<file path="src/rtl/dport_responder.sv">
// Hart-side debug-port endpoint: decodes one abstract register access, runs it
// through the CSR port or the integer register file, and returns one response.
//
// state    | meaning
// IDLE     | ready for a new dport request
// CSR_REQ  | presenting CSR request, waiting for acceptance
// CSR_RESP | waiting for the CSR response
// GPR_RD   | single-cycle GPR access (read sample or write strobe)
// RESP     | holding the dport response until consumed
module dport_responder #(
  parameter int RISCV_ARCH  = 64,
  parameter int CSR_TIMEOUT = 255
) (
  input  logic                  i_clk,
  input  logic                  i_rst,
  input  logic                  i_dport_req_valid,
  output logic                  o_dport_req_ready,
  input  logic                  i_dport_write,
  input  logic [RISCV_ARCH-1:0] i_dport_addr,
  input  logic [RISCV_ARCH-1:0] i_dport_wdata,
  input  logic [2:0]            i_dport_size,
  output logic                  o_dport_resp_valid,
  input  logic                  i_dport_resp_ready,
  output logic                  o_dport_resp_error,
  output logic [RISCV_ARCH-1:0] o_dport_rdata,
  input  logic                  i_halted,
  output logic                  o_csr_req_valid,
  input  logic                  i_csr_req_ready,
  output logic                  o_csr_req_write,
  output logic [11:0]           o_csr_req_addr,
  output logic [RISCV_ARCH-1:0] o_csr_req_data,
  input  logic                  i_csr_resp_valid,
  output logic                  o_csr_resp_ready,
  input  logic [RISCV_ARCH-1:0] i_csr_resp_data,
  input  logic                  i_csr_resp_exception,
  output logic [4:0]            o_ireg_addr,
  output logic                  o_ireg_wena,
  output logic [RISCV_ARCH-1:0] o_ireg_wdata,
  input  logic [RISCV_ARCH-1:0] i_ireg_rdata
);

  localparam int CW = $clog2(CSR_TIMEOUT + 1);
  localparam logic [CW-1:0] TO_LAST = CW'(CSR_TIMEOUT - 1);
  localparam logic [RISCV_ARCH-1:0] LO32 = RISCV_ARCH'(64'hFFFF_FFFF);

  typedef enum logic [2:0] {IDLE, CSR_REQ, CSR_RESP, GPR_RD, RESP} state_t;

  state_t                  state_q, state_d;
  logic [CW-1:0]           cnt_q;
  logic                    wr_q, wide_q, err_q;
  logic [11:0]             addr_q;
  logic [RISCV_ARCH-1:0]   wdata_q, rdata_q, rmask;
  logic                    accept, size_ok, is_csr, is_gpr, to_hit;
  logic                    unused_addr_hi;

  assign size_ok = (i_dport_size == 3'd2) || (i_dport_size == 3'd3);
  assign is_csr  = i_dport_addr[15:12] == 4'h0;
  assign is_gpr  = i_dport_addr[15:5] == 11'h080;
  assign to_hit  = cnt_q == TO_LAST;
  assign rmask   = wide_q ? '1 : LO32;
  // Register numbers only occupy the low 16 bits of the address.
  assign unused_addr_hi = ^i_dport_addr[RISCV_ARCH-1:16];

  assign o_dport_rdata      = rdata_q;
  assign o_dport_resp_error = err_q;
  assign o_csr_req_write    = wr_q;
  assign o_csr_req_addr     = addr_q;
  assign o_csr_req_data     = wdata_q;
  assign o_ireg_addr        = addr_q[4:0];
  assign o_ireg_wdata       = wdata_q;

  always_comb begin
    state_d            = state_q;
    accept             = 1'b0;
    o_dport_req_ready  = (state_q == IDLE);
    o_dport_resp_valid = (state_q == RESP);
    o_csr_req_valid    = (state_q == CSR_REQ);
    o_csr_resp_ready   = (state_q == CSR_RESP);
    o_ireg_wena        = (state_q == GPR_RD) && wr_q;
    case (state_q)
      IDLE: begin
        if (i_dport_req_valid) begin
          accept = 1'b1;
          if (!size_ok)                state_d = RESP;
          else if (is_csr)             state_d = CSR_REQ;
          else if (is_gpr && i_halted) state_d = GPR_RD;
          else                         state_d = RESP;
        end
      end
      CSR_REQ: begin
        if (i_csr_req_ready)  state_d = CSR_RESP;
        else if (to_hit)      state_d = RESP;
      end
      CSR_RESP: begin
        if (i_csr_resp_valid || to_hit) state_d = RESP;
      end
      GPR_RD:  state_d = RESP;
      RESP: begin
        if (i_dport_resp_ready) state_d = IDLE;
      end
      default: state_d = IDLE;
    endcase
  end

  always_ff @(posedge i_clk) begin
    if (i_rst) begin
      state_q <= IDLE;
      cnt_q   <= '0;
      wr_q    <= 1'b0;
      wide_q  <= 1'b0;
      err_q   <= 1'b0;
      addr_q  <= '0;
      wdata_q <= '0;
      rdata_q <= '0;
    end else begin
      state_q <= state_d;
      // The timeout window restarts on every state change.
      if (state_d != state_q) cnt_q <= '0;
      else if (state_q == CSR_REQ || state_q == CSR_RESP) cnt_q <= cnt_q + CW'(1);
      if (accept) begin
        wr_q    <= i_dport_write;
        wide_q  <= (i_dport_size == 3'd3);
        addr_q  <= i_dport_addr[11:0];
        wdata_q <= i_dport_wdata & ((i_dport_size == 3'd3) ? '1 : LO32);
        rdata_q <= '0;
        err_q   <= (state_d == RESP);
      end
      case (state_q)
        GPR_RD: begin
          if (!wr_q) rdata_q <= i_ireg_rdata & rmask;
        end
        CSR_REQ: begin
          if (!i_csr_req_ready && to_hit) err_q <= 1'b1;
        end
        CSR_RESP: begin
          if (i_csr_resp_valid) begin
            err_q <= i_csr_resp_exception;
            if (!wr_q) rdata_q <= i_csr_resp_data & rmask;
          end else if (to_hit) begin
            err_q <= 1'b1;
          end
        end
        default: ;
      endcase
    end
  end

endmodule
</file>
<file path="config.mk">
export PLATFORM = sky130hd
export DESIGN_NAME = dport_responder
export DESIGN_NICKNAME = d
export VERILOG_FILES = /design/src/rtl/dport_responder.sv
export SDC_FILE = /design/constraint.sdc
export NUM_CORES = 1
export LEC_CHECK = 0
export ABC_AREA = 0
export BUFFER_PORTS_ARGS = -buffer_cell sky130_fd_sc_hd__buf_4
export CORE_AREA = 2 2 189 191
export DETAILED_ROUTE_END_ITERATION = 8
export DIE_AREA = 0 0 191 193
export HOLD_SLACK_MARGIN = 0.08
export PLACE_DENSITY = 0.5
export SETUP_SLACK_MARGIN = 0.02
export SLEW_MARGIN = 20
export SYNTH_ARGS = -nofsm -noshare
export SYNTH_HDL_FRONTEND = slang
export SYNTH_SLANG_ARGS = --single-unit
export TNS_END_PERCENT = 1
</file>
<file path="constraint.sdc">
create_clock -name i_clk -period 2.4 [get_ports i_clk]
set_clock_uncertainty 0.15 [all_clocks]
set_input_delay 0.72 -clock i_clk [delete_from_list [all_inputs] [get_ports i_clk]]
set_output_delay 0.72 -clock i_clk [all_outputs]
set_load 0.02 [all_outputs]
</file>
==> impl_metrics.csv, run 1 <==
group,metric,value,unit
status,status,"completed",
critical_path,cp.required,2.55,ns
floorplan,dieHeight,193,um
layout,nNetsFinal,1369,
synth,ys_ff_latch,154,
detailed_routing,drc,0,
layout,final_common_cell,"buf_4",
sta,min_period,2.34,ns
detailed_routing,wl_per_cell,17.5,um
synth,async_reset_ff_share,0,%
layout,fillers,3786,
synth,ys_seq_area_share,47.2,%
detailed_routing,first_pass_iters,6,
grt,grt_pass1_wl,39.1,mm
synth,syn-num-nets,1007,
grt,grt_usage,14.1,%
sta,rsz0062_at_grt,"true",
layout,final_cells,1572,
floorplan,core_area,0.0350,mm^2
grt,grt_pass1_vias,6587,
floorplan,start_util,18.7,%
clocking,clkLatencyLatePin,0.43,ns
place,place_area,0.00984,mm^2
sta,period_share,97.5,%
grt,grt_overflow_total,0,
synth,syn_area,0.00653,mm^2
clocking,clk_pin_slew,0.06,ns
layout,diodes,0,
synth,synth_edf_count,0,
detailed_routing,via_per_inst,4.44,
floorplan,die_w,191,um
sta,max-slew-margin-rel,59.9,%
synth,yosysWarnings,0,
synth,syn_area_per_cell,8.86,um^2
synth,ys_types,51,
critical_path,critPathMaxStageDelay,0.59,ns
detailed_routing,wirelength,27.4,mm
synth,netlist_instances,737,
clocking,ctsHtreeMaxLevel,4,
clocking,numCtsBuffers,17,
critical_path,end_kind,"flip-flop",
place,io_buffers,435,
critical_path,start_kind,"flip-flop",
hold_path,hp-class,"flip-flop to flip-flop",
layout,drive_gt1_share,47.5,%
grt,grt_antenna_before_repair,3,
sta,tightest_slew,0.601,ns
critical_path,cp_slowest_cell,"or4b_4",
sta,max_freq,0.427,GHz
sta,hold_viol,0,
floorplan,die_area,0.0369,mm^2
critical_path,cp_cell_sequence,"buf_4 > buf_6 > or4b_4 > nor3_4 > a211oi_2 > o22ai_4 > buf_12 > nor3_1",
sta,fin_ws,0.0601,ns
power,leakage,0.00466,uW
place,gp_congestion,0.774,
detailed_routing,drtAntennaViolNets,0,
place,dp_hpwl,20.6,mm
layout,area_growth,60.9,%
critical_path,cp_top_family,"simple AND/OR/NAND/NOR gates",
place,placed_cells,1533,
layout,final_cell_mix,"buf_4 (469), dfxtp_1 (151), nand2_1 (103)",
power,cellPowerDensity,595,mW/mm^2
layout,multi_input_area,0.00266,mm^2
floorplan,rows,69,
clocking,cts_sinks,154,
detailed_routing,first_iter_violations,403,
power,max-vdd-ir-drop,0.466,mV
flow_run,maxCapViolCount,0,
clocking,cts_root_buffer,"clkbuf_16",
layout,seqCellArea,0.00309,mm^2
synth,synth_flop_cell,"dfxtp_1",
place,place_ws,-0.288,ns
sta,timing.hold.ws,0.305,ns
clocking,cts_tree,"built",
critical_path,cp_max_fo,8,
layout,final_cell_area,0.0105,mm^2
clocking,clock_path_buffers,2,
sta,setup_viol,0,
sta,fin_tns_setup,0,ns
sta,finalMaxSlewViolations,0,
detailed_routing,dr_total_vias,6979,
critical_path,crit_type,"flip-flop to flip-flop",
critical_path,crit_arrival,2.49,ns
critical_path,crit_buf_inv,3,
grt,grt_max_degree,55,
floorplan,io_pins,484,
clocking,ctsHoldBuffers,0,
repair_timing:
| item | 4_1_cts | 5_1_grt |
|---|---|---|
| setup endpoints to repair | 4 | 5 |
| resized for setup | 10 | 6 |
| buffers inserted | 3 | 5 |
| pin swaps | 0 | 4 |
cell type report:
| type | instances | share of cell area [%] |
|---|---|---|
| clock buffers | 21 | 4.38 |
| clock inverters | 10 | 0.893 |
| inverters | 4 | 0.143 |
| multi-input cells | 448 | 25.3 |
| flip-flops and latches | 154 | 29.4 |
| well taps | 461 | 5.49 |
| repair buffers | 474 | 34.4 |
per-layer routing:
metal	global-route usage, %	vias up	wire [um]
li1	-	3295	-
met2	24.9	354	13800
met4	4.86	6	468
met1	15.9	3296	10800
met5	0	-	41
met3	4.60	28	2410
worst paths after layout:
| path | start | to | slack [ns] | cells after the start |
|---|---|---|---|---|
| worst min register to register | o_csr_req_addr[9] | o_csr_req_addr[9] | 0.31 | 2 |
| worst max-delay path | state_q[2] | cnt_q[7] | 0.06 | 8 |
| worst min-delay path | o_csr_req_addr[9] | o_csr_req_addr[9] | 0.31 | 2 |
| worst max register to register | state_q[2] | cnt_q[7] | 0.06 | 8 |
cells by family after synthesis:
group                      Yosys count  synth area share (%)
and+or+nand+nor                    265                  18.3
xor gates and xnor gates             8                  1.07
buffers and inverters              135                  12.7
AOI/OAI and AO/OA                  173                  20.3
DFF                                154                  47.2
adders and majority gates            2                 0.383
sequential cells by signal, indices dropped and copies added (netlist names):
| register | flops |
|---|---|
| state_q | 3 |
| o_dport_resp_error | 1 |
| o_csr_req_write | 1 |
| o_csr_req_addr | 12 |
| cnt_q | 8 |
| wide_q | 1 |
| o_csr_req_data | 64 |
| o_dport_rdata | 64 |
where the power goes:
group / total, uW / leakage, uW / switching, uW / internal [uW]
Combinational: 951 / 0.00315 / 490 / 461
Clock: 2630 / 0.000266 / 1160 / 1480
Sequential: 2670 / 0.00125 / 52.6 / 2610
Total: 6250 / 0.00466 / 1700 / 4550
synth_stat cells (3+ instances only):
| library cell | instances | area share [%] |
|---|---|---|
| inv_1 | 4 | 0.23 |
| clkbuf_1 | 37 | 2.1 |
| a22oi_1 | 32 | 3.7 |
| xnor2_1 | 6 | 0.80 |
| nor3_1 | 10 | 0.77 |
| a21oi_1 | 63 | 4.8 |
| nand3_1 | 22 | 1.7 |
| nand2b_1 | 3 | 0.29 |
| a32oi_1 | 3 | 0.40 |
| nand2_1 | 103 | 5.9 |
| a221oi_1 | 9 | 1.2 |
| buf_4 | 76 | 8.7 |
| or4b_1 | 3 | 0.46 |
| buf_2 | 14 | 1.1 |
| buf_6 | 3 | 0.52 |
| dfxtp_1 | 154 | 47 |
| nor2_1 | 99 | 5.7 |
| a222oi_1 | 53 | 8.1 |
per-stage QoR:
step / util (%) / power, uW
floorplan: - / 3150
CTS: 29.8 / 6370
global placement: 28.1 / 3670
detailed placement: 28.1 / 3670
global route: 30.1 / 6540
finish: 30.1 / 6250
tightest hold or removal path, stage by stage, from the launching register on:
cell     delay [ns]
dfxtp_1        0.31
nand2_1        0.05
a21oi_1        0.05
No activity file was read; power rests on OpenSTA's default activity.
==> run 2: changes to the inputs <==
--- a/constraint.sdc
+++ b/constraint.sdc
@@ -3,3 +3,3 @@
 set_input_delay 0.72 -clock i_clk [delete_from_list [all_inputs] [get_ports i_clk]]
 set_output_delay 0.72 -clock i_clk [all_outputs]
-set_load 0.02 [all_outputs]
+set_load 0.05 [all_outputs]
==> run 2 against run 1 <==
Against the previous run: setup slack better by 0.017 ns; hold slack better by 0.00099 ns; routed wire length is 2.2% lower; maximum frequency is 0.75% higher; utilization is 0.13 points higher; sequential cell count stayed put; largest cell class unchanged; highest routed layer is now met4.
==> impl_metrics.csv, run 2 (synthesis gave the netlist of run 1 again) <==
group,metric,value,unit
status,status,"completed",
power,max-vdd-ir-drop,0.470,mV
clocking,ctsHtreeMaxLevel,4,
clocking,clk_pin_slew,0.07,ns
sta,max_freq,0.431,GHz
layout,drive_gt1_share,47.1,%
grt,grt_pass1_wl,37.9,mm
critical_path,cp_max_fo,8,
critical_path,worst-r2r-setup-slack,0.23,ns
critical_path,end_kind,"output port",
place,dp_hpwl,19.8,mm
floorplan,start_util,18.7,%
flow_run,maxCapViolCount,0,
place,gp_congestion,0.759,
grt,grt_max_degree,104,
critical_path,crit_type,"flip-flop to output port",
power,leakage,0.00467,uW
critical_path,start_kind,"flip-flop",
detailed_routing,dr_wl_met3,2.19,mm
critical_path,cp_top_family,"simple AND/OR/NAND/NOR gates",
grt,grt_pass1_vias,6401,
sta,fin_tns_setup,0,ns
clocking,cts_sinks,154,
detailed_routing,dr_total_vias,6832,
sta,fin_ws,0.0775,ns
layout,diodes,0,
sta,setup_viol,0,
sta,timing.hold.ws,0.306,ns
sta,min_period,2.32,ns
place,place_ws,-0.368,ns
detailed_routing,wl_met2,13.9,mm
detailed_routing,drtAntennaViolNets,0,
place,io_buffers,435,
sta,hold_viol,0,
layout,final_cells,1562,
layout,fin_util,30.2,%
detailed_routing,via_per_inst,4.37,
detailed_routing,dr.max_layer_used,"met4",
power,cellPowerDensity,653,mW/mm^2
sta,rsz0062_at_grt,"false",
layout,final_cell_mix,"buf_4 (454), dfxtp_1 (151), nand2_1 (103)",
detailed_routing,first_iter_violations,415,
sta,finalMaxSlewViolations,0,
floorplan,dieHeight,193,um
sta,period_share,96.8,%
detailed_routing,wirelength,26.8,mm
layout,nNetsFinal,1358,
clocking,cts_tree,"built",
sta,tightest_slew,0.586,ns
critical_path,critPathMaxStageDelay,0.41,ns
critical_path,cp.required,1.53,ns
floorplan,die_w,191,um
grt,grt_usage,13.7,%
hold_path,hp-class,"flip-flop to flip-flop",
sta,max-slew-margin-rel,60.4,%
critical_path,crit_arrival,1.45,ns
clocking,clkLatencyLatePin,0.43,ns
critical_path,cp_cell_sequence,"or3b_4 > inv_2 > buf_6",
floorplan,core_area,0.0350,mm^2
place,placed_cells,1529,
detailed_routing,wl_per_cell,17.2,um
detailed_routing,wirelength_met1,10.3,mm
detailed_routing,drc,0,
floorplan,rows,69,
floorplan,io_pins,484,
critical_path,crit_buf_inv,2,
grt,grt_overflow_total,0,
layout,final_common_cell,"buf_4",
layout,area_growth,61.6,%
grt,grt_antenna_before_repair,0,
floorplan,die_area,0.0369,mm^2
clocking,numCtsBuffers,17,
critical_path,cp_slowest_cell,"or3b_4",
clocking,cts_root_buffer,"clkbuf_16",
clocking,clock_path_buffers,2,
detailed_routing,first_pass_iters,8,
run 2: cell count changes in the layout (fill, tap and decap cells not counted), moves of 2 or more:
cell	change
buf_4	-15
bufinv_16	+3
clkinv_4	+3
clkinvlp_4	-3
buf_12	+2
buf_6	+2
clkbuf_1	-2
clkinv_2	-2
run 2: tightest hold or removal path: stages, from the launching register on:
cell and delay, ns:
dfxtp_1 0.31, nand2_1 0.05, a21oi_1 0.05
run 2: area by class of cell:
class | instances | area, um^2
clock buffers | 20 | 467
clock inverters | 12 | 186
fillers | 3685 | 24400
inverters | 4 | 15.0
multi-input cells | 448 | 2650
flip-flops and latches | 154 | 3090
well taps | 461 | 577
repair buffers | 463 | 3560
run 2: report_power, final:
group | internal, uW | switching [uW] | leakage (uW) | total [uW]
clock network | 1840 | 1190 | 0.000322 | 3030
logic | 460 | 721 | 0.00309 | 1180
registers | 2610 | 58.0 | 0.00125 | 2670
run 2: metrics by stage:
| stage | total power, uW | area, um^2 |
|---|---|---|
| global route | 7190 | 10600 |
| CTS | 7040 | 10500 |
| detailed placement | 3930 | 9850 |
| finish | 6890 | 10600 |
| floorplan | 3390 | 6530 |
| global placement | 3920 | 9850 |
run 2: timing repair:
action | 4_1_cts | 5_1_grt
setup endpoints to repair | 3 | 5
hold buffers | 0 | 0
buffers inserted | 1 | 0
resized for setup | 11 | 6
run 2: worst paths after layout:
| check | to | startpoint | depth (start not counted) |
|---|---|---|---|
| worst max-delay path | o_csr_resp_ready | state_q[0] | 3 |
| worst min-delay path | o_csr_req_addr[7] | o_csr_req_addr[7] | 2 |
| worst max register to register | cnt_q[3] | state_q[0] | 6 |
| worst min register to register | o_csr_req_addr[7] | o_csr_req_addr[7] | 2 |
run 2: layer usage:
| layer | vias up | GRT usage [%] |
|---|---|---|
| met1 | 3194 | 15.3 |
| met2 | 344 | 24.6 |
| met4 | 0 | 5.04 |
| met3 | 24 | 4.00 |
| met5 | - | 0 |
| li1 | 3270 | - |
==> run 3: changes to the inputs <==
==> constraint.sdc (replaced) <==
create_clock -name i_clk -period 2.4 [get_ports i_clk]
set_clock_uncertainty 0.15 [all_clocks]
set_input_delay 0.48 -clock i_clk [delete_from_list [all_inputs] [get_ports i_clk]]
set_output_delay 0.48 -clock i_clk [all_outputs]
set_load 0.05 [all_outputs]
==> run 3 against run 2 <==
Against the previous run: critical path depth stayed put; hold slack worse by 0.19 ns; sequential cell count unchanged; setup slack better by 0.073 ns; critical path type unchanged; largest cell class unchanged; highest routed layer unchanged.
==> impl_metrics.csv, run 3 (synthesis gave the netlist of run 1 again) <==
group,metric,value,unit
detailed_routing,dr_total_vias,6858,
clocking,cts_root_buffer,"clkbuf_16",
power,p_int,4790,uW
grt,grt_antenna_before_repair,0,
layout,area_growth,60.0,%
layout,diodes,0,
detailed_routing,wl_per_cell,17.3,um
floorplan,start_util,18.7,%
detailed_routing,first_iter_violations,366,
clocking,clock_path_buffers,2,
critical_path,cp_max_fo,8,
power,clockPowerShare,43.1,%
place,dp_hpwl,20.1,mm
grt,grt_overflow_total,0,
power,swShare,29.0,%
clocking,ctsHtreeMaxLevel,4,
detailed_routing,wirelength,27.0,mm
layout,fin_util,29.9,%
clocking,postCtsSetupBuffers,0,
power,leakage,0.00462,uW
critical_path,crit_type,"flip-flop to output port",
clocking,clk_pin_slew,0.06,ns
clocking,clkLatencyLatePin,0.44,ns
floorplan,die_area,0.0369,mm^2
floorplan,io_pins,484,
critical_path,cp.required,1.77,ns
place,place_ws,-0.0877,ns
floorplan,die_w,191,um
sta,fin_ws,0.150,ns
clocking,cts_tree,"built",
sta,period_share,93.7,%
flow_run,maxCapViolCount,0,
power,cellPowerDensity,646,mW/mm^2
detailed_routing,via_per_inst,4.40,
critical_path,end_kind,"output port",
critical_path,start_kind,"flip-flop",
detailed_routing,first_pass_iters,5,
sta,max_freq,0.444,GHz
layout,nNetsFinal,1355,
sta,timing.hold.ws,0.115,ns
sta,min_period,2.25,ns
floorplan,dieHeight,193,um
grt,grt_max_degree,106,
critical_path,crit_arrival,1.62,ns
sta,finalMaxSlewViolations,0,
floorplan,rows,69,
layout,drive_gt1_share,46.4,%
sta,fin_tns_setup,0,ns
layout,final_common_cell,"buf_4",
power,total_power,6740,uW
clocking,ctsHoldBuffers,0,
clocking,cts_sinks,154,
detailed_routing,drc,0,
critical_path,worst-r2r-setup-slack,0.23,ns
status,status,"completed",
place,gp_congestion,0.796,
power,p_switching,1950,uW
place,io_buffers,435,
sta,hold_viol,0,
grt,grt_pass1_wl,38.6,mm
sta,tightest_slew,0.730,ns
grt,grt_pass1_vias,6517,
power,max-vdd-ir-drop,0.484,mV
layout,final_cell_mix,"buf_4 (456), dfxtp_1 (151), nand2_1 (103)",
clocking,numCtsBuffers,17,
detailed_routing,drtAntennaViolNets,0,
power,combPwrFrac,17.3,%
sta,setup_viol,0,
grt,grt_usage,14.0,%
sta,rsz0062_at_grt,"false",
sta,max-slew-margin-rel,51.3,%
floorplan,core_area,0.0350,mm^2
hold_path,hp-class,"input pin to flip-flop",
power,power_frac_seq,39.6,%
run 3: cell types whose count changed in the layout (fill, tap and decap cells not counted), moves of 3 or more:
cell	previous run	this run
buf_6	3	0
clkinvlp_4	0	3
dfxtp_2	0	3
dfxtp_4	3	0
run 3: metrics by stage:
stage | area, um^2 | instances
2_1_floorplan | 6530 | 737
3_3_place_gp | 9800 | 1527
3_5_place_dp | 9800 | 1527
4_1_cts | 10400 | 1559
5_1_grt | 10400 | 1559
6_report | 10400 | 1559
run 3: cell type report:
cell class,instances,area (um^2)
fill,3697,24500
inverter,4,15.0
multi-input combinational,448,2630
timing repair buffer,460,3500
clock inverter,12,161
sequential,154,3090
tap,461,577
clock buffer,20,467
run 3: timing repair:
item,in CTS,in global routing
setup endpoints to repair,1,21
pin swaps,0,0
cloned,0,0
gates resized for setup,1,4
run 3: final timing paths:
path,startpoint,end,cells after the start
max,state_q[2],o_csr_req_valid,3
min,i_rst,state_q[0],2
max reg2reg,state_q[2],o_dport_rdata[60],6
min reg2reg,o_csr_req_addr[9],o_csr_req_addr[9],2
run 3: worst max-delay path: stages, from the launching register on:
cell,delay (ns)
dfxtp_2,0.37
and2b_1,0.32
and2_1,0.26
buf_4,0.23
run 3: power groups by stage:
| stage | combinational [uW] | sequential (uW) | clock [uW] |
|---|---|---|---|
| floorplan | 482 | 2910 | 0 |
| CTS | 1180 | 2670 | 3030 |
| global route | 1240 | 2680 | 3130 |
| detailed placement | 1180 | 2730 | 0 |
| finish | 1170 | 2670 | 2910 |
| global placement | 1170 | 2730 | 0 |
run 3: metal layers:
| metal | wire (um) | up-vias | share of wire, % | GRT usage [%] |
|---|---|---|---|---|
| li1 | - | 3262 | - | - |
| met3 | 2610 | 26 | 9.7 | 4.98 |
| met2 | 13400 | 353 | 50 | 24.0 |
| met1 | 10400 | 3217 | 39 | 15.7 |
| met4 | 590 | 0 | 2.2 | 5.90 |
| met5 | 0 | - | 0 | 0 |
